[src/rtl/demux2_32b_buf.sv]
// Routes one input stream to two output ports, each with its own small FIFO.
// Every word delivered on a port bumps a saturating per-port counter.
module demux2_32b_buf #(
    parameter int WIDTH = 32,
    parameter int DEPTH = 2
) (
    input  logic             clk,
    input  logic             rst_n,
    input  logic [WIDTH-1:0] in_data,
    input  logic             in_valid,
    input  logic             in_sel,
    output logic             in_ready,
    output logic [WIDTH-1:0] out1_data,
    output logic             out1_valid,
    input  logic             out1_ready,
    output logic [WIDTH-1:0] out2_data,
    output logic             out2_valid,
    input  logic             out2_ready,
    output logic [15:0]      cnt1,
    output logic [15:0]      cnt2
);

    localparam int PW = (DEPTH > 1) ? $clog2(DEPTH) : 1;
    localparam logic [PW:0] OCC_FULL = (PW+1)'(DEPTH);
    localparam logic [PW:0] OCC_ONE  = (PW+1)'(1);

    logic [WIDTH-1:0] mem_q  [2][DEPTH];
    logic [PW-1:0]    wptr_q [2];
    logic [PW-1:0]    wptr_d [2];
    logic [PW-1:0]    rptr_q [2];
    logic [PW-1:0]    rptr_d [2];
    logic [PW:0]      occ_q  [2];
    logic [PW:0]      occ_d  [2];
    logic [15:0]      cnt_q  [2];
    logic [15:0]      cnt_d  [2];
    logic             push_s [2];
    logic             pop_s  [2];
    logic [1:0]       out_ready_s;
    logic             in_ready_s;

    assign out_ready_s = {out2_ready, out1_ready};

    // Acceptance looks only at the addressed FIFO, never at the consumers.
    always_comb begin
        in_ready_s = 1'b0;
        if (in_sel) begin
            in_ready_s = (occ_q[1] != OCC_FULL);
        end else begin
            in_ready_s = (occ_q[0] != OCC_FULL);
        end
    end

    // Next-state for pointers, occupancy and delivery counters of both FIFOs.
    always_comb begin
        for (int p = 0; p < 2; p++) begin
            push_s[p] = in_valid && in_ready_s && (in_sel == 1'(p));
            pop_s[p]  = (occ_q[p] != '0) && out_ready_s[p];
            wptr_d[p] = push_s[p] ? (wptr_q[p] + 1'b1) : wptr_q[p];
            rptr_d[p] = pop_s[p]  ? (rptr_q[p] + 1'b1) : rptr_q[p];
            case ({push_s[p], pop_s[p]})
                2'b10:   occ_d[p] = occ_q[p] + OCC_ONE;
                2'b01:   occ_d[p] = occ_q[p] - OCC_ONE;
                default: occ_d[p] = occ_q[p];
            endcase
            if (pop_s[p] && (cnt_q[p] != 16'hFFFF)) begin
                cnt_d[p] = cnt_q[p] + 16'd1;
            end else begin
                cnt_d[p] = cnt_q[p];
            end
        end
    end

    // Storage needs no reset: stale entries are masked by zero occupancy.
    always_ff @(posedge clk) begin
        for (int p = 0; p < 2; p++) begin
            if (push_s[p]) begin
                mem_q[p][wptr_q[p]] <= in_data;
            end
        end
    end

    // Control state registers.
    always_ff @(posedge clk or negedge rst_n) begin
        if (!rst_n) begin
            for (int p = 0; p < 2; p++) begin
                wptr_q[p] <= '0;
                rptr_q[p] <= '0;
                occ_q[p]  <= '0;
                cnt_q[p]  <= 16'd0;
            end
        end else begin
            for (int p = 0; p < 2; p++) begin
                wptr_q[p] <= wptr_d[p];
                rptr_q[p] <= rptr_d[p];
                occ_q[p]  <= occ_d[p];
                cnt_q[p]  <= cnt_d[p];
            end
        end
    end

    assign in_ready   = in_ready_s;
    assign out1_valid = (occ_q[0] != '0);
    assign out2_valid = (occ_q[1] != '0);
    assign out1_data  = out1_valid ? mem_q[0][rptr_q[0]] : {WIDTH{1'b0}};
    assign out2_data  = out2_valid ? mem_q[1][rptr_q[1]] : {WIDTH{1'b0}};
    assign cnt1       = cnt_q[0];
    assign cnt2       = cnt_q[1];

endmodule

[config.mk]
export PLATFORM = sky130hd
export DESIGN_NAME = demux2_32b_buf
export DESIGN_NICKNAME = d
export VERILOG_FILES = /design/src/rtl/demux2_32b_buf.sv
export SDC_FILE = /design/constraint.sdc
export NUM_CORES = 1
export LEC_CHECK = 0
export CORE_MARGIN = 4
export CORE_UTILIZATION = 51
export DETAILED_ROUTE_END_ITERATION = 7
export PLACE_DENSITY = 0.82
export SLEW_MARGIN = 20
export SYNTH_ARGS = -nofsm -noshare
export SYNTH_HDL_FRONTEND = slang
export SYNTH_SLANG_ARGS = --single-unit
[constraint.sdc]
create_clock -name clk -period 3.78 [get_ports clk]
set_input_delay 0.756 -clock clk [delete_from_list [all_inputs] [get_ports clk]]
set_output_delay 0.756 -clock clk [all_outputs]
set_load 0.02 [all_outputs]
==> impl_metrics.py, run 1 <==
metrics = {
    "route": {
        "drt-initial-drc-count": 273,
        "routed-via-count": 4235,
        "wirelength_per_cell_um": 18.0,
        "wl_met2_mm": 6.80,
        "totalWireLength_mm": 14.2,
        "route.antenna.remaining_nets": 0,
        "met3_wirelength_mm": 1.09,
        "highest-signal-layer": "met4",
        "route.detailed.vias_per_inst": 5.37,
        "drc_violations": 0,
        "route.layer.met1.wl_mm": 5.94,
        "detailedRoute.firstPassIterationCount": 5,
    },
    "die": {
        "start_util_pct": 52.9,
        "die_area_sq_um": 15200,
        "core_area_sq_um": 12800,
        "dieWidth_um": 123,
        "fp-row-count": 41,
        "floorplan.die.height_um": 123,
        "boundaryPins": 137,
    },
    "critical_path": {
        "critPathSlowestCell": "nor2_4",
        "worst-setup-path-type": "reg2out",
        "critical_path.max_stage_delay_ns": 0.75,
        "sort_of_element_at_the_end_of_the_critical_path": "output pin",
        "critical_path_peak_fanout": 34,
        "ordered_cell_list_for_the_critical_path": "nor2_4, nor2_1, clkdlybuf4s50_1",
        "critPathRequiredTime_ns": 3.02,
        "start_kind": "flop",
        "cp_data_arrival_time_ns": 2.44,
    },
    "synthesis": {
        "synth_top_flop_cell": "edfxtp_1",
        "synth_seq_cells": 168,
        "synth_top_cell_area_share_pct": 56.6,
        "post_synth_num_cell_types": 37,
        "synth_edf_count": 128,
        "synthCells": 457,
        "synthesis.area_sq_um": 6790,
        "ys_top_cells_by_area": "edfxtp_1 (57%), dfrtp_1 (15%), mux2i_1 (9.4%)",
        "syn_nets": 499,
        "synth_area_per_cell_sq_um": 14.9,
        "synth_top_area_cell": "edfxtp_1",
        "seq_area_frac_synth_pct": 71.4,
        "ys_warn_count": 0,
        "asyncSetResetFlopFracSynth_pct": 23.8,
    },
    "cts": {
        "cts.hold.buffers_added": 0,
        "clock_sink_count": 168,
        "cts_max_level": 4,
        "clockRootBuffer": "clkbuf_16",
        "clock_latency_ns": 0.42,
        "cts_made_buffers": 17,
        "postCtsSetupBuffers": 0,
        "cts.reportedPaths.clkPinSlew_ns": 0.06,
        "cts-resized-gates": 0,
        "tritoncts": "yes",
        "clock_tree.buffer_depth": 2,
    },
    "cells_and_area": {
        "commonest_cells_after_routing_fill_and_taps_aside": "clkdlybuf4s50_1 (135), edfxtp_1 (128), nor2_1 (73)",
        "antenna_cells_inserted": 0,
        "finalCoreUtilization_pct": 70.0,
        "nNetsFinal": 646,
        "layout_commonest_cell": "clkdlybuf4s50_1",
        "fraction_of_final_layout_cells_with_drive_strength_greater_than_1_pct": 8.60,
        "areaGrowthSynthToFinish_pct": 32.2,
        "fillers": 876,
    },
    "job": {
        "drv.max_cap_violation_count": 0,
    },
    "global_routing": {
        "grt_overflow_total": 0,
        "grt_max_degree": 41,
        "grt_pass1_wl_mm": 22.0,
        "antenna_violations_before_repair": 0,
        "first_global_vias": 4321,
        "gr-usage-all-layers_pct": 19.4,
    },
    "timing": {
        "worst_slew_margin_rel_pct": 39.6,
        "timing_hold_violations_final": 0,
        "fmax_ghz": 0.313,
        "layout_worst_path_cycle_share_pct": 84.6,
        "timing_max_transition_violations_final": 0,
        "rsz0062_at_grt": "false",
        "fin_crit_ns": 3.20,
        "finalClockSkew_ns": 0.00443,
        "worst-slew-pin-transition_ns": 0.903,
        "setup_total_negative_slack_ns": 0,
        "timing.final.setup_violations": 0,
    },
    "power": {
        "power_frac_comb_pct": 39.5,
        "p_per_area_nw_per_um2": 770,
        "internal_power_mw": 4.50,
        "clock_power_share_pct": 23.0,
        "power_switching_mw": 2.40,
        "switching_share_pct": 34.8,
        "irDropWorstVdd_v": 0.000433,
        "power_leakage_nw": 3.41,
        "portion_of_total_power_attributed_to_sequential_cells_pct": 37.5,
    },
    "placed_design": {
        "place.gp.congestion": 0.848,
        "detailed_place_hpwl_mm": 9.81,
        "io_buffer_count": 136,
    },
    "status": {
        "status": "finished clean",
    },
    "worst_hold_path": {
        "kind_of_path_behind_the_tightest_hold_check": "in2async",
    },
}
[synthesized netlist by cell type (3+ instances only)]
| cell type | instances |
|---|---|
| mux2i_1 | 64 |
| buf_2 | 8 |
| nor4_1 | 4 |
| xnor2_1 | 24 |
| nor3_1 | 7 |
| mux2_2 | 3 |
| nand3_1 | 8 |
| nand2_1 | 13 |
| ha_1 | 4 |
| edfxtp_1 | 128 |
| nand4_1 | 11 |
| nor2_1 | 79 |
| and3_1 | 4 |
| a21oi_1 | 3 |
| clkbuf_1 | 10 |
| dfrtp_1 | 40 |
| xor2_1 | 14 |
| inv_1 | 8 |
[registers in the layout, indices dropped and copies added (netlist names)]
signal,flops
rptr_q,2
wptr_q,2
cnt2,16
cnt1,16
occ_q,4
mem_q,128
[power groups by stage]
| stage | registers, mW | logic, mW | clock network (mW) |
|---|---|---|---|
| after global routing | 2.62 | 2.92 | 1.69 |
| after global placement | 2.61 | 2.70 | 0 |
| after floorplan | 2.55 | 1.50 | 0 |
| after detailed placement | 2.62 | 2.75 | 0 |
| final | 2.59 | 2.73 | 1.59 |
| after CTS | 2.59 | 2.77 | 1.62 |
[worst paths after layout]
check | startpoint | endpoint | slack (ns) | cells after the start
max | occ_q[0] | out2_data[1] | 0.58 | 3
min | rst_n | cnt1[14] | 0.46 | 1
max reg2reg | occ_q[3] | mem_q[0][73] | 1.31 | 5
min reg2reg | cnt2[11] | cnt2[11] | 0.49 | 1
max in group asynchronous | rst_n | rptr_q[0] | 2.71 | 1
min in group clk | cnt2[11] | cnt2[11] | 0.49 | 1
[cell type report]
cell class / count / area, sq um / share of cell area, %
inverters: 8 / 30.0 / 0.335
clock buffers: 19 / 433 / 4.83
well taps: 172 / 215 / 2.40
flip-flops and latches: 168 / 4850 / 54.0
repair buffers: 146 / 1460 / 16.2
multi-input cells: 263 / 1880 / 20.9
clock inverters: 12 / 110 / 1.23
[critical path, delay by kind of cell, from the launching register on]
kind          cells  cell delay, ns
simple gates      2            0.94
buf+inv           1            0.59
flops             1            0.49
[cell families after synthesis]
| family | after synthesis | synth area share [%] |
|---|---|---|
| fa+ha+maj | 4 | 0.737 |
| xor+xnor | 38 | 4.90 |
| simple gates | 140 | 9.97 |
| flops | 168 | 71.4 |
| compound gates | 14 | 1.47 |
| mux | 67 | 9.94 |
| buf+inv | 26 | 1.59 |
[metal layers]
layer / up-vias / GRT usage (%)
li1: 1971 / -
met1: 2069 / 25.6
met2: 166 / 30.5
met3: 29 / 4.94
met4: 0 / 8.65
met5: - / 0
[per-stage QoR]
| step | cells | worst slack [ns] | power (mW) | area, sq um | hold slack, ns |
|---|---|---|---|---|---|
| after floorplan | 457 | 0.448 | 4.06 | 6790 | 0.460 |
| after global placement | 757 | 0.641 | 5.31 | 8430 | 0.479 |
| after detailed placement | 757 | 0.578 | 5.37 | 8430 | 0.489 |
| after CTS | 788 | 0.536 | 6.98 | 8970 | 0.476 |
| after global routing | 788 | 0.443 | 7.24 | 8970 | 0.512 |
| final | 788 | 0.581 | 6.91 | 8970 | 0.459 |
No activity file was read; power rests on OpenSTA's default activity.
==> inputs of run 2 (changes only) <==
CORE_UTILIZATION = 46   (was 51)
PLACE_DENSITY = 0.79   (was 0.82)
clock period = 2.82 ns   (was 3.78 ns; I/O delays follow)
==> impl_metrics.py, run 2 (synthesis gave the netlist of run 1 again) <==
metrics = {
    "cts": {
        "cts.hold.buffers_added": 0,
        "cts.reportedPaths.clkPinSlew_ns": 0.06,
        "clock_tree.buffer_depth": 2,
        "clockRootBuffer": "clkbuf_16",
        "cts-resized-gates": 1,
        "cts_made_buffers": 17,
        "clock_sink_count": 168,
        "postCtsSetupBuffers": 0,
        "cts_max_level": 4,
        "clock_latency_ns": 0.41,
        "tritoncts": "yes",
    },
    "cells_and_area": {
        "commonest_cells_after_routing_fill_and_taps_aside": "clkdlybuf4s50_1 (135), edfxtp_1 (128), nor2_1 (73)",
        "largest_register_ffs": 128,
        "antenna_cells_inserted": 0,
        "layout_commonest_cell": "clkdlybuf4s50_1",
        "nNetsFinal": 651,
        "fraction_of_final_layout_cells_with_drive_strength_greater_than_1_pct": 10.3,
        "fillers": 1025,
        "areaGrowthSynthToFinish_pct": 35.2,
    },
    "placed_design": {
        "place_worst_setup_slack_ns": 0.146,
        "place.gp.congestion": 0.776,
        "io_buffer_count": 136,
        "detailed_place_hpwl_mm": 9.91,
    },
    "route": {
        "wirelength_per_cell_um": 17.8,
        "drt-initial-drc-count": 270,
        "route.layer.met1.wl_mm": 5.98,
        "met3_wirelength_um": 866,
        "wl_met2_mm": 7.29,
        "routed-via-count": 4190,
        "detailedRoute.firstPassIterationCount": 4,
        "route.detailed.vias_per_inst": 5.20,
        "drc_violations": 0,
        "highest-signal-layer": "met4",
        "route.antenna.remaining_nets": 0,
        "totalWireLength_mm": 14.4,
    },
    "power": {
        "irDropWorstVdd_v": 0.000523,
        "switching_share_pct": 33.4,
        "power_frac_comb_pct": 38.2,
        "clock_power_share_pct": 26.6,
        "power_leakage_nw": 3.50,
        "p_per_area_nw_per_um2": 1070,
        "portion_of_total_power_attributed_to_sequential_cells_pct": 35.2,
        "internal_power_mw": 6.52,
        "power_switching_mw": 3.27,
    },
    "global_routing": {
        "first_global_vias": 4399,
        "antenna_violations_before_repair": 0,
        "grt_max_degree": 41,
        "grt_pass1_wl_mm": 23.0,
        "gr-usage-all-layers_pct": 18.2,
        "grt_overflow_total": 0,
    },
    "die": {
        "start_util_pct": 46.9,
        "die_area_sq_um": 16800,
        "fp-row-count": 44,
        "dieWidth_um": 129,
        "boundaryPins": 137,
        "core_area_sq_um": 14500,
        "floorplan.die.height_um": 129,
    },
    "timing": {
        "worst-slew-pin-transition_ns": 0.901,
        "timing_hold_violations_final": 0,
        "fin_crit_ns": 2.70,
        "finalClockSkew_ns": 0.00862,
        "fmax_ghz": 0.370,
        "timing.final.setup_violations": 0,
        "layout_worst_path_cycle_share_pct": 95.8,
        "worst_slew_margin_rel_pct": 39.9,
        "timing_max_transition_violations_final": 0,
        "rsz0062_at_grt": "false",
        "finalWorstSetupSlack_ns": 0.118,
        "final.hold.worst_slack_ns": 0.282,
    },
    "worst_hold_path": {
        "kind_of_path_behind_the_tightest_hold_check": "in2async",
    },
    "critical_path": {
        "critPathRequiredTime_ns": 2.26,
        "worst-setup-path-type": "reg2out",
        "critical_path.max_stage_delay_ns": 0.61,
        "critPathSlowestCell": "dfrtp_4",
        "cp_data_arrival_time_ns": 2.14,
        "critical_path_peak_fanout": 18,
        "ordered_cell_list_for_the_critical_path": "buf_12, mux2i_1, nor2_1, clkdlybuf4s50_1",
        "sort_of_element_at_the_end_of_the_critical_path": "output pin",
        "start_kind": "flop",
    },
    "job": {
        "drv.max_cap_violation_count": 0,
    },
    "status": {
        "status": "finished clean",
    },
}
-- run 2: changes by cell type in the layout (fill, tap and decap cells not counted), sizes merged --
cell      delta
buf          +5
clkinv       -5
bufinv       +4
clkbuf       +1
clkinvlp     +1
-- run 2: area by class of cell --
cell class,count,area (sq um),area share [%]
inverters,8,30.0,0.327
clock inverters,12,221,2.41
repair buffers,151,1510,16.4
flip-flops and latches,168,4850,52.9
multi-input cells,263,1880,20.5
well taps,184,230,2.51
clock buffers,20,457,4.98
-- run 2: routing by layer --
layer  GRT usage, %  vias up
li1               -     1973
met1           22.9     2075
met2           30.8      126
met3           4.45       16
met4           6.42        0
met5              0        -
-- run 2: power by group through the flow --
stage	registers (mW)	clock network, mW	logic [mW]
floorplan	3.42	0	2.01
global placement	3.46	0	3.73
detailed placement	3.50	0	3.78
CTS	3.45	2.65	3.80
global route	3.50	2.76	4.02
finish	3.45	2.61	3.74
-- run 2: path summary, 6_finish.rpt --
| kind | from | end | slack [ns] | cells past startpoint |
|---|---|---|---|---|
| setup / recovery | rptr_q[0] | out2_data[31] | 0.12 | 4 |
| hold / removal | rst_n | cnt1[6] | 0.28 | 1 |
| setup reg to reg | occ_q[3] | occ_q[1] | 0.83 | 7 |
| hold reg to reg | cnt2[11] | cnt2[11] | 0.50 | 1 |
| max in group asynchronous | rst_n | rptr_q[0] | 1.88 | 1 |
| min in group clk | cnt2[11] | cnt2[11] | 0.50 | 1 |
-- run 2: metrics by stage --
step	power, mW	instances	cell area (sq um)	TNS (ns)	utilization [%]
finish	9.79	806	9170	0	63.4
global route	10.3	806	9170	0	63.4
CTS	9.91	806	9170	0	63.4
detailed placement	7.28	774	8490	0	58.7
global placement	7.19	774	8490	0	58.7
floorplan	5.44	457	6790	-40.35	-
-- run 2: worst max-delay path: cells and delay by family (launching register included) --
family / cells / cell delay [ns]
mux: 1 / 0.26
flops: 1 / 0.61
simple gates: 1 / 0.07
buf+inv: 2 / 0.76
